File: src/rtl/scan_peak_emulator.sv
// Scan-cycle stimulus generator: a ramp-start pulse plus three peak pulses at programmed
// offsets, and the intervals the downstream peak-interval timer is expected to measure.
module scan_peak_emulator #(
   parameter int DATA_WIDTH  = 24,
   parameter int COUNT_WIDTH = 16
) (
   input  logic                   clk,
   input  logic                   rst,
   input  logic                   enable,
   input  logic                   cfg_valid,
   output logic                   cfg_ready,
   input  logic [DATA_WIDTH-1:0]  cfg_period,
   input  logic [DATA_WIDTH-1:0]  cfg_peak0,
   input  logic [DATA_WIDTH-1:0]  cfg_peak1,
   input  logic [DATA_WIDTH-1:0]  cfg_peak2,
   output logic                   cfg_error,
   output logic                   piezo_ramp_trigger,
   output logic                   peak_trigger,
   output logic [DATA_WIDTH-1:0]  exp_sm_cycle,
   output logic [DATA_WIDTH-1:0]  exp_Mm_cycle,
   output logic                   exp_valid,
   output logic [COUNT_WIDTH-1:0] scan_count
);

   localparam int EW = DATA_WIDTH + 1;
   localparam logic [DATA_WIDTH-1:0]  PH_ONE   = DATA_WIDTH'(1);
   localparam logic [EW-1:0]          EXT_ONE  = EW'(1);
   localparam logic [EW-1:0]          EXT_TWO  = EW'(2);
   localparam logic [EW-1:0]          EXT_FOUR = EW'(4);
   localparam logic [COUNT_WIDTH-1:0] CNT_ONE  = COUNT_WIDTH'(1);

   typedef enum logic {IDLE, RUN} state_t;

   state_t                 r_state, w_stateNext;
   logic [DATA_WIDTH-1:0]  r_phase, w_phaseNext;
   logic [DATA_WIDTH-1:0]  r_period, r_p0, r_p1, r_p2;
   logic                   r_hasCfg;
   logic [DATA_WIDTH-1:0]  r_pendPeriod, r_pendP0, r_pendP1, r_pendP2;
   logic                   r_pendValid;
   logic                   r_cfgError;
   logic                   r_expValid;
   logic [DATA_WIDTH-1:0]  r_expSm, r_expMm;
   logic [COUNT_WIDTH-1:0] r_scanCount;

   logic          w_accept, w_cfgOk, w_lastPhase, w_commit, w_expLoad, w_running;
   logic [EW-1:0] w_phaseExt;

   // Offsets are compared one bit wider so p+1..p+4 can never wrap past the period.
   assign w_running   = (r_state == RUN);
   assign w_phaseExt  = {1'b0, r_phase};
   assign w_accept    = cfg_valid && !r_pendValid;
   assign w_cfgOk     = (cfg_peak0 < cfg_peak1) && (cfg_peak1 < cfg_peak2) &&
                        (({1'b0, cfg_peak2} + EXT_FOUR) <= {1'b0, cfg_period});
   assign w_lastPhase = w_running && ((w_phaseExt + EXT_ONE) == {1'b0, r_period});
   assign w_commit    = r_pendValid && (!w_running || w_lastPhase);
   assign w_expLoad   = w_running && (w_phaseExt == ({1'b0, r_p2} + EXT_TWO));

   always_comb begin
      w_stateNext = r_state;
      w_phaseNext = '0;
      case (r_state)
         IDLE: begin
            if (enable && r_hasCfg) w_stateNext = RUN;
         end
         RUN: begin
            if (w_lastPhase) begin
               if (!enable || !r_hasCfg) w_stateNext = IDLE;
            end else begin
               w_phaseNext = r_phase + PH_ONE;
            end
         end
         default: w_stateNext = IDLE;
      endcase
   end

   always_ff @(posedge clk) begin
      if (rst) begin
         r_state <= IDLE;
         r_phase <= '0;
      end else begin
         r_state <= w_stateNext;
         r_phase <= w_phaseNext;
      end
   end

   // Pending config only reaches the active set between scans, never mid-scan.
   always_ff @(posedge clk) begin
      if (rst) begin
         r_period     <= '0;
         r_p0         <= '0;
         r_p1         <= '0;
         r_p2         <= '0;
         r_hasCfg     <= 1'b0;
         r_pendPeriod <= '0;
         r_pendP0     <= '0;
         r_pendP1     <= '0;
         r_pendP2     <= '0;
         r_pendValid  <= 1'b0;
         r_cfgError   <= 1'b0;
      end else begin
         r_cfgError <= w_accept && !w_cfgOk;
         if (w_commit) begin
            r_period    <= r_pendPeriod;
            r_p0        <= r_pendP0;
            r_p1        <= r_pendP1;
            r_p2        <= r_pendP2;
            r_hasCfg    <= 1'b1;
            r_pendValid <= 1'b0;
         end
         if (w_accept && w_cfgOk) begin
            r_pendPeriod <= cfg_period;
            r_pendP0     <= cfg_peak0;
            r_pendP1     <= cfg_peak1;
            r_pendP2     <= cfg_peak2;
            r_pendValid  <= 1'b1;
         end
      end
   end

   // Loaded one cycle early so the values and the pulse are visible at phase p2+3.
   always_ff @(posedge clk) begin
      if (rst) begin
         r_expValid  <= 1'b0;
         r_expSm     <= '0;
         r_expMm     <= '0;
         r_scanCount <= '0;
      end else begin
         r_expValid <= w_expLoad;
         if (w_expLoad) begin
            r_expSm     <= r_p1 - r_p0;
            r_expMm     <= r_p2 - r_p0;
            r_scanCount <= r_scanCount + CNT_ONE;
         end
      end
   end

   assign cfg_ready          = !r_pendValid;
   assign cfg_error          = r_cfgError;
   assign piezo_ramp_trigger = w_running && (r_phase == '0);
   assign peak_trigger       = w_running &&
                               ((w_phaseExt == ({1'b0, r_p0} + EXT_ONE)) ||
                                (w_phaseExt == ({1'b0, r_p1} + EXT_ONE)) ||
                                (w_phaseExt == ({1'b0, r_p2} + EXT_ONE)));
   assign exp_valid          = r_expValid;
   assign exp_sm_cycle       = r_expSm;
   assign exp_Mm_cycle       = r_expMm;
   assign scan_count         = r_scanCount;

endmodule

File: config.mk
export PLATFORM = sky130hd
export DESIGN_NAME = scan_peak_emulator
export DESIGN_NICKNAME = d
export VERILOG_FILES = /design/src/rtl/scan_peak_emulator.sv
export SDC_FILE = /design/constraint.sdc
export NUM_CORES = 1
export LEC_CHECK = 0
export BUFFER_PORTS_ARGS = -buffer_cell sky130_fd_sc_hd__buf_4
export CORE_MARGIN = 3
export CORE_UTILIZATION = 61
export DETAILED_ROUTE_END_ITERATION = 8
export PLACE_DENSITY_LB_ADDON = 0.3
export RECOVER_POWER = 100
export SLEW_MARGIN = 40
export SYNTH_ARGS = -nofsm -noshare
export SYNTH_HDL_FRONTEND = slang
export SYNTH_SLANG_ARGS = --single-unit
export TNS_END_PERCENT = 30
File: constraint.sdc
create_clock -name clk -period 5.3 [get_ports clk]
set_clock_uncertainty 0.05 [all_clocks]
set_input_delay 1.06 -clock clk [delete_from_list [all_inputs] [get_ports clk]]
set_output_delay 1.06 -clock clk [all_outputs]
set_load 0.005 [all_outputs]
==> results summary <==
CTS built an H-tree with a depth of 1. The required arrival time at the worst endpoint came out at 4190 ps. The initial utilization of the core area, before any placement, comes to 62.9%. Once detailed placement completed, the half-perimeter wirelength came to 48200 um. TritonCTS built the clock tree. Entering global routing, the biggest net connects 116 pins.

The number of synthesized flops with an enable pin came out at 0. The repair_antennas step left the layout with diodes totalling 0. The number of global-route vias before repair came out at 18100. The peak supply drop came out at 0.000233 V. The endpoint class of the critical path is an output port. The detail route stage leaves a number of antenna-violating nets equal to 0.

The I/O pin count came out at 169. The root buffer selected by CTS is sky130_fd_sc_hd__clkbuf_16. The layout overhead on the synthesized area came out at 12.9%.

The number of clock sinks is 285. The total of warnings raised by yosys is 0. The final critical-path share of the clock period came out at 97.0%. The number of violations reported at the end of detailed-routing iteration 0 is 2127. In the final routing, the length of wire on met1 measures 27300 um. The fraction of final layout cells with drive strength greater than 1 is 11.2%.

The critical hold path startpoint is exp_sm_cycle[17]$_SDFFE_PP0P_. Adding up every negative setup slack in the final design gives 0 ps. The run finished with clean final reports. The final number of setup-violating endpoints came out at 0. The number of unique standard cell types used by synthesis is 88. Among all cell types in the netlist, the one instantiated most often is sky130_fd_sc_hd__nand2_1. The global-route wire length before repair is 98100 um. The vertical die dimension is 185 um. For this design the ratio of total power to cell area is 238 nW/um^2.

After floorplanning, the core was sized to cover 31100 um^2. For this block, the routed nets add up to 63700 um of wire. The average vias per placed instance came out at 6.48. The startpoint type of the worst setup path is a flip-flop. The count of input and output buffers is 168. The number of cells produced by synthesis came out at 2531. The number of hold buffers added after cts came out at 0. Summing all multi-input logic gate instances after layout gives 12700 um^2. The number of instances in the placed design came out at 2972. The analysis attributes to cell leakage a power of 8.50 nW. The average footprint of a synthesized cell is 7.74 um^2. In this run the worst hold path is classified as flip-flop to flip-flop. In the synthesized netlist, the cells that appear most often are 339 x sky130_fd_sc_hd__nand2_1, 285 x sky130_fd_sc_hd__dfxtp_1, 200 x sky130_fd_sc_hd__a21oi_1, 181 x sky130_fd_sc_hd__nand3_1, 163 x sky130_fd_sc_hd__o21ai_0. Measured in cells, the most critical reg-to-reg path has a length of 9. The standard-cell row count came out at 64. The amount of wire on met3 after detailed routing came out at 6210 um. The number of buffers added by the clock tree synthesis step is 30. The die covers 34300 um^2. The clock input transition at the sequential cells of the worst setup and hold paths came out at 60 ps.

For this run, the post-layout net count is 2834. The final instance area is 22100 um^2. After global routing the overflow that remains totals 0. The transition time at the pin with the least slew margin came out at 1450 ps. The die is 185 um wide. The most used flip-flop cell after synthesis is sky130_fd_sc_hd__dfxtp_1. The initial antenna violation count is 0.

The placed instances occupy a cell area of 21100 um^2. Of all nets on the critical path, the largest fanout is 10. The data arrival at the endpoint of the critical path came out at 4030 ps.

The share of Yosys cell area claimed by the top area cell type came out at 29.1%. The startpoint identified for the worst register-to-register timing path is r_phase[4]$_SDFF_PP0_. The destination of the worst register-to-register timing path is r_p0[2]$_SDFFE_PP0P_. The final number of max-transition violations is 0. The worst path needs 5140 ps of the cycle, external delays included. Summed over all instances, the cell type with the most area after synthesis is sky130_fd_sc_hd__dfxtp_1. Synthesis inferred 285 register bits. Clock latency on the worst-skew pair, taken at its later pin, is 560 ps. The global router's overall resource usage is 35.9%. The routed wire length per instance is 21.1 um. The maximum clock rate is 0.194 GHz.

The layout has 2529 filler cells. Setup repair after global routing left no endpoint under its margin. The worst-case headroom to the max-slew limit is 3.07%.

The sequential cell area is 5710 um^2. The combined area of all synthesized cells is 19600 um^2. The tool flagged a number of max-cap violations equal to 0.

The weighted congestion at the end of routability-driven global placement is 1.05. When the netlist entered floorplanning its net count stood at 2757. After clock tree synthesis, the setup repair step added 0 buffers. The final hold violation count came out at 0.

The via total after detailed routing came out at 19600. The worst setup path is of the flip-flop to output port kind. The final routed DRC violation total is 0. The highest layer touched by signal routing is met4. Once layout is complete, the cells apart from fillers number 3027. For hold timing, the worst endpoint is exp_sm_cycle[17]$_SDFFE_PP0P_. The post-synthesis async set-or-reset flop share came out at 0%. Before antenna repair, the detailed router went through 6 iterations. The setup slack of the most critical reg-to-reg path came out at 320 ps. In the post-synthesis netlist, the biggest area contributors are sky130_fd_sc_hd__dfxtp_1 29%, sky130_fd_sc_hd__ha_1 7.9%, sky130_fd_sc_hd__nand2_1 6.5%, sky130_fd_sc_hd__mux2i_1 5.5%, sky130_fd_sc_hd__xnor2_1 5.4%. The number of gates resized after CTS is 0. The number of buffers between clock root and the deepest sink came out at 3.

For this run, the register share of the synthesized area comes to 29.1%. The count of cells along the worst hold path came out at 2. The routed design uses 27100 um of met2 wire.
-- flip-flops by register name, summed over array words and instances, names as in the netlist --
register,count
exp_Mm_cycle,24
exp_sm_cycle,24
r_p0,24
r_p1,24
r_p2,24
r_pendP0,24
r_pendP1,24
r_pendP2,24
r_pendPeriod,24
r_period,24
r_phase,24
scan_count,16
cfg_error,1
exp_valid,1
r_hasCfg,1
r_pendValid,1
r_state,1
-- layout make-up --
cell class / instances / area share [%]
clock inverter: 18 / 1.19
sequential: 285 / 25.8
clock buffer: 37 / 3.75
multi-input combinational: 1949 / 57.6
inverter: 131 / 2.26
timing repair buffer: 211 / 7.19
tap: 396 / 2.24
-- layout by cell type (no fill, tap or decap), types with 14 or more instances in the layout --
master,count
sky130_fd_sc_hd__o31ai_1,14
sky130_fd_sc_hd__xor2_1,68
sky130_fd_sc_hd__ha_1,124
sky130_fd_sc_hd__nor2_1,122
sky130_fd_sc_hd__nand3_1,182
sky130_fd_sc_hd__mux2i_1,108
sky130_fd_sc_hd__clkbuf_16,31
sky130_fd_sc_hd__a21oi_1,200
sky130_fd_sc_hd__nor4_1,24
sky130_fd_sc_hd__clkbuf_4,63
sky130_fd_sc_hd__nand4_1,58
sky130_fd_sc_hd__xnor2_1,120
sky130_fd_sc_hd__and3_1,30
sky130_fd_sc_hd__inv_1,130
sky130_fd_sc_hd__or4_1,19
sky130_fd_sc_hd__a21o_1,37
sky130_fd_sc_hd__dfxtp_1,285
sky130_fd_sc_hd__o211ai_1,16
sky130_fd_sc_hd__a211oi_1,20
sky130_fd_sc_hd__nand2_1,339
sky130_fd_sc_hd__buf_4,134
sky130_fd_sc_hd__nor2b_1,24
sky130_fd_sc_hd__nor3_1,44
sky130_fd_sc_hd__o21ai_0,162
sky130_fd_sc_hd__nand2b_1,21
sky130_fd_sc_hd__a31oi_1,14
sky130_fd_sc_hd__o21a_1,27
-- power by group --
part	internal, mW	switching (mW)
registers	2.19	0.0386
clock network	1.41	0.906
logic	0.271	0.442
total	3.87	1.39
-- how the worst max path moves through the flow --
stage	from	endpoint	cells after the start
floorplan	cfg_peak2[2]	r_pendP0[0]$_SDFFE_PP0P_	19
global placement	cfg_peak2[2]	r_pendP2[11]$_SDFFE_PP0P_	17
detailed placement	cfg_peak2[2]	r_pendPeriod[2]$_SDFFE_PP0P_	17
CTS	r_p0[3]$_SDFFE_PP0P_	peak_trigger	9
global route	r_p0[3]$_SDFFE_PP0P_	peak_trigger	9
finish	r_p0[3]$_SDFFE_PP0P_	peak_trigger	8
-- per-stage QoR --
| step | power [mW] | util, % | hold slack [ps] | setup WS [ps] |
|---|---|---|---|---|
| after floorplan | 2.73 | - | 385 | 791 |
| after global placement | 2.96 | 67.7 | 389 | 713 |
| after detailed placement | 2.97 | 67.7 | 395 | 509 |
| after CTS | 5.26 | 71.2 | 404 | 101 |
| after global routing | 5.43 | 71.0 | 414 | 48.0 |
| final | 5.26 | 71.0 | 400 | 157 |
-- layer usage --
metal / track usage [%] / vias to the layer above
li1: - / 9135
met1: 51.2 / 9241
met2: 54.6 / 1081
met3: 4.83 / 166
met4: 15.1 / 0
met5: 0 / -
-- worst max-delay path: stages, from the launching register on --
cell and delay [ps]:
sky130_fd_sc_hd__dfxtp_1 500, sky130_fd_sc_hd__nand4_1 330, sky130_fd_sc_hd__or4_1 820, sky130_fd_sc_hd__or3_1 460, sky130_fd_sc_hd__o21a_1 210, sky130_fd_sc_hd__o31a_1 280
sky130_fd_sc_hd__o21a_1 190, sky130_fd_sc_hd__o311ai_2 450, sky130_fd_sc_hd__clkbuf_4 230
-- logic make-up (layout without fill, tap and decap cells) --
logic type      Yosys count  in the layout  synth area share [%]
simple gates            938            938                  23.6
compound gates          575            575                  18.1
buf+inv                 297            397                  6.04
flops                   285            285                  29.1
xor+xnor                193            193                  8.99
fa+ha+maj               126            126                  8.13
mux                     117            117                  6.04
Power figures use the tool's default switching activity.
